File: src/rtl/gate_test_pkg.sv
// Shared types and constants for the gate test sequencer.
package gate_test_pkg;

    localparam int VEC_W   = 3;
    localparam int NUM_VEC = 8;
    localparam int ERR_W   = 4;

    typedef enum logic [1:0] {
        IDLE  = 2'd0,
        DRIVE = 2'd1,
        CHECK = 2'd2,
        DONE  = 2'd3
    } state_t;

    // Expected response of an ideal 3-input AND gate for stimulus v = {x,y,z}.
    function automatic logic and3(input logic [VEC_W-1:0] v);
        return &v;
    endfunction

endpackage

File: src/rtl/gate_test_seq.sv
// gate_test_seq: walks all eight {x,y,z} vectors into a 3-input AND gate,
// holds each for SETTLE cycles, samples r for one cycle and counts mismatches.
// Optional first-failure capture is enabled with GATE_TEST_SEQ_FAIL_CAPTURE_EN;
// without it fail_vec is tied to 0.
//
// Handshake: start is level-sampled only in IDLE (abort has priority there);
// busy is high in DRIVE/CHECK; done is a one-cycle pulse in DONE, during which
// pass and err_cnt already carry the final result of the pass.
module gate_test_seq
    import gate_test_pkg::*;
#(
    parameter int unsigned SETTLE = 2
) (
    input  logic             clk,
    input  logic             rst_n,
    input  logic             start,
    input  logic             abort,
    output logic             x,
    output logic             y,
    output logic             z,
    input  logic             r,
    output logic             busy,
    output logic             done,
    output logic             pass,
    output logic [ERR_W-1:0] err_cnt,
    output logic [VEC_W-1:0] fail_vec,
    output state_t           fsm_state
);

    localparam logic [3:0] SETTLE_LAST = 4'(SETTLE - 1);

    state_t             state, state_next;
    logic [VEC_W-1:0]   vec, vec_next;
    logic [3:0]         settle_cnt, settle_next;
    logic [ERR_W-1:0]   err_next;
    logic               pass_next;
    logic [VEC_W-1:0]   stim_next;
    logic               accept;
    logic               mismatch;
    logic               capture;

    // Next-state, datapath updates and decoded outputs.
    always_comb begin
        state_next  = state;
        vec_next    = vec;
        settle_next = settle_cnt;
        err_next    = err_cnt;
        pass_next   = pass;
        accept      = 1'b0;
        mismatch    = 1'b0;
        capture     = 1'b0;
        case (state)
            IDLE: begin
                if (start && !abort) begin
                    state_next  = DRIVE;
                    vec_next    = '0;
                    settle_next = '0;
                    err_next    = '0;
                    pass_next   = 1'b0;
                    accept      = 1'b1;
                end
            end
            DRIVE: begin
                if (abort) begin
                    state_next = IDLE;
                    pass_next  = 1'b0;
                end else if (settle_cnt == SETTLE_LAST) begin
                    state_next  = CHECK;
                    settle_next = '0;
                end else begin
                    settle_next = settle_cnt + 4'd1;
                end
            end
            CHECK: begin
                mismatch = (r != and3({x, y, z}));
                if (abort) begin
                    // Partial count is kept; the aborted sample is not scored.
                    state_next = IDLE;
                    pass_next  = 1'b0;
                end else begin
                    if (mismatch) begin
                        err_next = err_cnt + ERR_W'(1);
                        capture  = (err_cnt == '0);
                    end
                    if (vec == VEC_W'(NUM_VEC - 1)) begin
                        state_next = DONE;
                        pass_next  = (err_next == '0);
                    end else begin
                        state_next = DRIVE;
                        vec_next   = vec + VEC_W'(1);
                    end
                end
            end
            DONE: begin
                state_next = IDLE;
            end
            default: begin
                state_next = IDLE;
            end
        endcase
        // Stimulus follows the vector only while a pass is in progress.
        stim_next = ((state_next == DRIVE) || (state_next == CHECK)) ? vec_next : '0;
    end

    // State, vector, settle counter, result and stimulus registers.
    always_ff @(posedge clk or negedge rst_n) begin
        if (!rst_n) begin
            state      <= IDLE;
            vec        <= '0;
            settle_cnt <= '0;
            err_cnt    <= '0;
            pass       <= 1'b0;
            x          <= 1'b0;
            y          <= 1'b0;
            z          <= 1'b0;
        end else begin
            state      <= state_next;
            vec        <= vec_next;
            settle_cnt <= settle_next;
            err_cnt    <= err_next;
            pass       <= pass_next;
            x          <= stim_next[2];
            y          <= stim_next[1];
            z          <= stim_next[0];
        end
    end

`ifdef GATE_TEST_SEQ_FAIL_CAPTURE_EN
    logic [VEC_W-1:0] fail_q;

    // First-mismatch capture, cleared when a new pass is accepted.
    always_ff @(posedge clk or negedge rst_n) begin
        if (!rst_n) begin
            fail_q <= '0;
        end else if (accept) begin
            fail_q <= '0;
        end else if (capture) begin
            fail_q <= vec;
        end
    end

    assign fail_vec = fail_q;
`else
    logic unused_capture;
    assign unused_capture = capture ^ accept;
    assign fail_vec       = '0;
`endif

    assign busy      = (state == DRIVE) || (state == CHECK);
    assign done      = (state == DONE);
    assign fsm_state = state;

endmodule

File: config.mk
export PLATFORM = sky130hd
export DESIGN_NAME = gate_test_seq
export DESIGN_NICKNAME = d
export VERILOG_FILES = /design/src/rtl/gate_test_pkg.sv /design/src/rtl/gate_test_seq.sv
export SDC_FILE = /design/constraint.sdc
export NUM_CORES = 1
export LEC_CHECK = 0
export CORE_UTILIZATION = 44
export DETAILED_ROUTE_END_ITERATION = 8
export PLACE_DENSITY = 0.82
export SYNTH_ARGS = -nofsm -noshare
export SYNTH_HDL_FRONTEND = slang
export SYNTH_SLANG_ARGS = --single-unit
File: constraint.sdc
create_clock -name clk -period 1.7 [get_ports clk]
set_input_delay 0.17 -clock clk [delete_from_list [all_inputs] [get_ports clk]]
set_output_delay 0.17 -clock clk [all_outputs]
set_load 0.1 [all_outputs]
# Word-level counts from Yosys, hierarchy flattened
# Index checks and enable logic that the tools add are counted.
# word_totals
register_bits	17
# op_classes
addsub	3
eq_ne	13
mux	25
n_reduce_logical	13
# ops
op	n
$mux W4	7
$pmux W4 S2	2
$mux W3	4
$mux W2	5
$reduce_and A3 Y1	3
$add A4 B1 Y4 const B	2
$ne A2 B2 Y1 const B	4
$pmux W2 S4	1
$eq A2 B2 Y1 const B	3
$pmux W3 S2	1
$eq A2 B1 Y1 const B	2
$eq A4 B1 Y1 const B	1
$logic_not A4 Y1	1
$mux W1	4
$reduce_and A4 Y1	1
$reduce_bool A2 Y1	2
$add A3 B1 Y3 const B	1
$eq A3 B3 Y1 const B	1
$ne A3 B3 Y1 const B	1
$pmux W1 S3	1
$reduce_bool A3 Y1	1
$logic_not A2 Y1	1
$logic_or A1 B1 Y1	2
$logic_and A1 B1 Y1	1
other kinds (2)	2

# Depth between registers and ports, before layout
# Gate-level depths: netlist (run 1).
# logic_depth
depth_word	9
mapped_depth	7

# Least setup slack after synthesis (run 1)
# OpenSTA, ideal clock, no wires.
# synth_path
path_type	reg2reg
start	reg state[1], in the netlist fsm_state[1]
end	reg pass
t_arrival_ps	2639
required_ps	1579
slack_ps	-1060
path_stages_with_launch	7
synth_period_minus_slack_ps	2760
cell_sequence	dfrtp_1 > inv_1 > ha_1 > mux2i_1 > nor2_1 > a21oi_1 > a41o_1
# synth_via
elab_chain_len	3
elab_cells_between_ends	9
# synth_rtl
item	line_no	rtl
from (decl)	gate_test_seq.sv:32	state_t state, state_next;
from (signal assigned)	gate_test_seq.sv:117	state <= state_next;
$eq A2 B2 Y1, or another cell as far along	gate_test_seq.sv:52	case (state)
$ne A3 B3 Y1 (no source line), or another cell as far along	n/a	
$reduce_and A4 Y1 (no source line)	n/a	
to (signal assigned)	gate_test_seq.sv:121	pass <= pass_next;
to (decl)	gate_test_seq.sv:24	output logic pass,
# Several ways; a longest one is shown, not always the timed one.
# A chain may end at the register's enable or synchronous reset.

# Worst setup path in the final report (run 1)
# layout_path
start	reg state[0], in the netlist fsm_state[0]
end	reg y
# layout_via
elab_cells_between_ends	13
# layout_rtl
item	line_no	rtl
$eq A2 B2 Y1, or another cell as far along	gate_test_seq.sv:52	
$pmux W2 S4 *	gate_test_seq.sv:52	
net state_next[1]	gate_test_seq.sv:32	
$eq A2 B1 Y1 / $eq A2 B2 Y1 (equally long branches)	gate_test_seq.sv:102	stim_next = ((state_next == DRIVE) || (state_next == CHECK)) ? vec_next : '0;
$logic_or A1 B1 Y1 *	gate_test_seq.sv:102	
$mux W3 *	gate_test_seq.sv:102	
net stim_next[1]	gate_test_seq.sv:37	logic [VEC_W-1:0] stim_next;
to (signal assigned)	gate_test_seq.sv:123	y <= stim_next[1];
to (decl)	gate_test_seq.sv:19	output logic y,
# Mark *: on every way through the listed nets, which the timed path passes. The rest lies on a longest branch.

==> results.md, run 1 <==
* Outcome: complete, no violations
* CTS H-Tree Depth at 1
* Share of the clock period used by the worst path at 0.9868
* GRT overflow at 0
* Fmax at 596.1 MHz
* Syn. warnings at 0
* CP peak stage delay at 520 ps
* DIE AREA at 2801 um2
* Seq/Total Area, Yosys at 0.3728
* Avg Cell Area, Syn at 9.277 um2
* Routed wl met2 at 1.465 mm
* GRT Total Usage at 0.2279
* Pre-CTS WS at -65.91 ps
* Async S/R FF share, synth at 1.000
* Crit-path max FO at 4
* First-pass GRT wire length at 4.464 mm
* Post-synthesis instance area at 1141 um2
* CTS buffer count at 3
* Initial DRC count at 30
* Die width at 52.93 um
* Worst r2r src: fsm_state[0]
* Met3 WL post-DR at 121 um
* Final worst slack at 22.47 ps
* CTS root buf: clkbuf_4
* Slowest stage cell, crit path: dfrtp_4
* Initial Utilization at 0.4648
* Most used DFF post-synth: dfrtp_1
* Dpl cell area at 1534 um2
* Layout Nets at 169
* Tmin final at 1678 ps
* RR Endpoint: y
* DR WL/cell at 15.20 um
* Setup Skew at 4.559 ps
* Reg2reg setup slack at 20 ps
* CP Data Required Time at 1900 ps
* Diodes inserted at 0
* Detailed-route vias per instance at 5.573
* Worst Reg2Reg Path Length in Cells at 7
* Share of the synthesized area in the top cell type at 0.3728
* Clk_lat worst skew at 310 ps
* Final instance area at 1689 um2
* Min-Delay Path Class: primary input to async pin
* Synth area leader: dfrtp_1
* LEAKAGE at 0.7353 nW
* Initial antenna violation count at 0
* FP Rows at 18
* Post-synth EDFFs at 0
* IO Count at 20
* Startpoint Class: flip-flop
* Critical path arrival at 1880 ps
* Fillcell total at 177
* Max-slew violations at 0
* Antenna Violating Nets Remaining at 0
* Met1 Wirelength at 1.158 mm
* Final WL at 2.812 mm
* VDD IR max at 0.001678 V
* Fin. Hold Viols at 0
* Clk buf depth at 2
* Cell area power density at 2144 nW/um2
* Post-synthesis register bit count at 17
* Clk pin slew, worst setup/hold paths at 100 ps
* Setup_tns at 0 ps
* TritonCTS clock tree: yes
* Cells after Synth at 123
* Vias in the first global route at 1,005
* Critical path cell sequence: buf_6, ha_4, nand2b_4, a21oi_2, o31a_4, xnor2_4, nor2b_1
* Setup Viol. Count Final at 0
* Die Span Y at 52.93 um
* Residual DRC count at 0
* Port Buffer Count at 16
* Largest net degree at the start of global routing at 11
* Max-Cap Viols at 0
* Layout cells sized above 1 at 0.3935
* First-pass DRT Iterations at 4
* Clock Sinks at 17
* RSZ-0062 raised after global routing: true
* Highest routed metal layer: met4
* Critical path class: flip-flop to flip-flop
* Routed vias at 1,031
* Area of the core at 2455 um2
* CP Capture Type: flip-flop
* Synth area leaders: dfrtp_1, ha_1, nand2_1
* Post-synthesis cell type count at 39
* Final GP Congestion at 0.7955
* HPWL after DPL at 1.975 mm
* P&R area growth vs syn at 48.03%
critical path, delay by kind of cell (launching register included):
kind | cells | cell delay, ps
AO/OA/AOI/OAI | 2 | 420
adder cells (fa/ha/maj) | 1 | 170
flip-flops | 1 | 520
AND/OR/NAND/NOR | 2 | 130
buffers and inverters | 1 | 140
XOR/XNOR | 1 | 190
worst max path at each step:
stage,slack (ps),cells past startpoint,start,end
after floorplan,-130,7,fsm_state[1],settle_cnt[3]
after global placement,-30,5,r,err_cnt[3]
after detailed placement,-70,5,r,err_cnt[3]
after CTS,-10,6,fsm_state[0],err_cnt[3]
after global routing,-10,7,fsm_state[0],z
final,20,7,fsm_state[0],y
per-stage QoR:
| step | instances | hold slack [ps] | util | power [W] |
|---|---|---|---|---|
| detailed placement | 176 | 506.6 | 0.6249 | 0.003107 |
| floorplan | 125 | -125.6 | - | 0.002332 |
| CTS | 182 | 195.5 | 0.6448 | 0.003382 |
| finish | 185 | 181.7 | 0.6881 | 0.003621 |
| global placement | 176 | 474.8 | 0.6249 | 0.003040 |
| global route | 185 | 220.1 | 0.6881 | 0.003783 |
cell usage after synthesis, drive strengths merged, types with 2 or more instances:
master,count
nand3,6
nor2,5
buf,5
a22o,4
nor2b,4
inv,5
dfrtp,17
nand2b,6
nand2,15
xnor2,2
a21oi,5
or3b,2
o31ai,4
xor2,2
o21ai,15
ha,8
a21o,2
cells by family after synthesis:
kind of cell / count (synthesis) / synth area share
AO/OA/AOI/OAI: 35 / 0.2116
XOR/XNOR: 4 / 0.04386
adder cells (fa/ha/maj): 8 / 0.08772
buffers and inverters: 11 / 0.05372
flip-flops: 17 / 0.3728
multiplexers: 2 / 0.01864
other: 1 / 0.003286
AND/OR/NAND/NOR: 45 / 0.2083
cells in the final DEF, fill, tap and decap left out, types with 2 or more instances in the layout:
| master | instances |
|---|---|
| ha_1 | 5 |
| o21ai_1 | 9 |
| buf_12 | 11 |
| o21ai_0 | 6 |
| nor2b_1 | 4 |
| ha_4 | 3 |
| nand2_1 | 15 |
| a21oi_1 | 2 |
| nand2b_1 | 4 |
| inv_4 | 2 |
| dfrtp_2 | 3 |
| nor2_1 | 5 |
| nand2b_4 | 2 |
| o31ai_1 | 3 |
| a21oi_2 | 3 |
| buf_4 | 16 |
| dfrtp_4 | 5 |
| or3b_4 | 2 |
| inv_1 | 3 |
| clkdlybuf4s50_1 | 4 |
| dfrtp_1 | 9 |
| clkbuf_4 | 3 |
| conb_1 | 3 |
| a22o_1 | 4 |
| a21o_1 | 2 |
| nand3_1 | 5 |
flip-flops by register name, summed over array words and instances (netlist names):
signal,cells
err_cnt,4
settle_cnt,4
vec,3
fsm_state,2
pass,1
x,1
y,1
z,1
layout make-up:
type	count	area (um2)	area share
clock inverters	1	5.005	0.002963
flip-flops and latches	17	447.9	0.2652
repair buffers	32	391.6	0.2319
multi-input cells	97	760.7	0.4504
inverters	5	23.77	0.01407
clock buffers	3	22.52	0.01333
well taps	30	37.54	0.02222
repair_timing:
action,in CTS,in global routing
hold buffers,0,0
pin swaps,1,3
setup endpoints to repair,5,5
gates resized for setup,2,14
buffers inserted,2,3
routing by layer:
metal / GRT usage / vias up
met5: 0 / -
met4: 0.1009 / 0
met3: 0.02586 / 6
met2: 0.4156 / 38
met1: 0.2641 / 491
li1: - / 496
power breakdown:
part | switching (W) | leakage (nW) | internal (W)
logic | 0.00153 | 0.507 | 0.00111
registers | 0.000189 | 0.211 | 0.000566
clock network | 0.000140 | 0.0177 | 0.0000880
Power figures use the tool's default switching activity.
==> run 2: changes to the inputs <==
--- a/config.mk
+++ b/config.mk
@@ -7,6 +7,7 @@
 export LEC_CHECK = 0
 export CORE_UTILIZATION = 44
 export DETAILED_ROUTE_END_ITERATION = 8
+export HOLD_SLACK_MARGIN = 0.03
 export PLACE_DENSITY = 0.82
 export SYNTH_ARGS = -nofsm -noshare
 export SYNTH_HDL_FRONTEND = slang
==> results of run 2 <==
Final layout, timing and power as in run 1 (identical DEF).
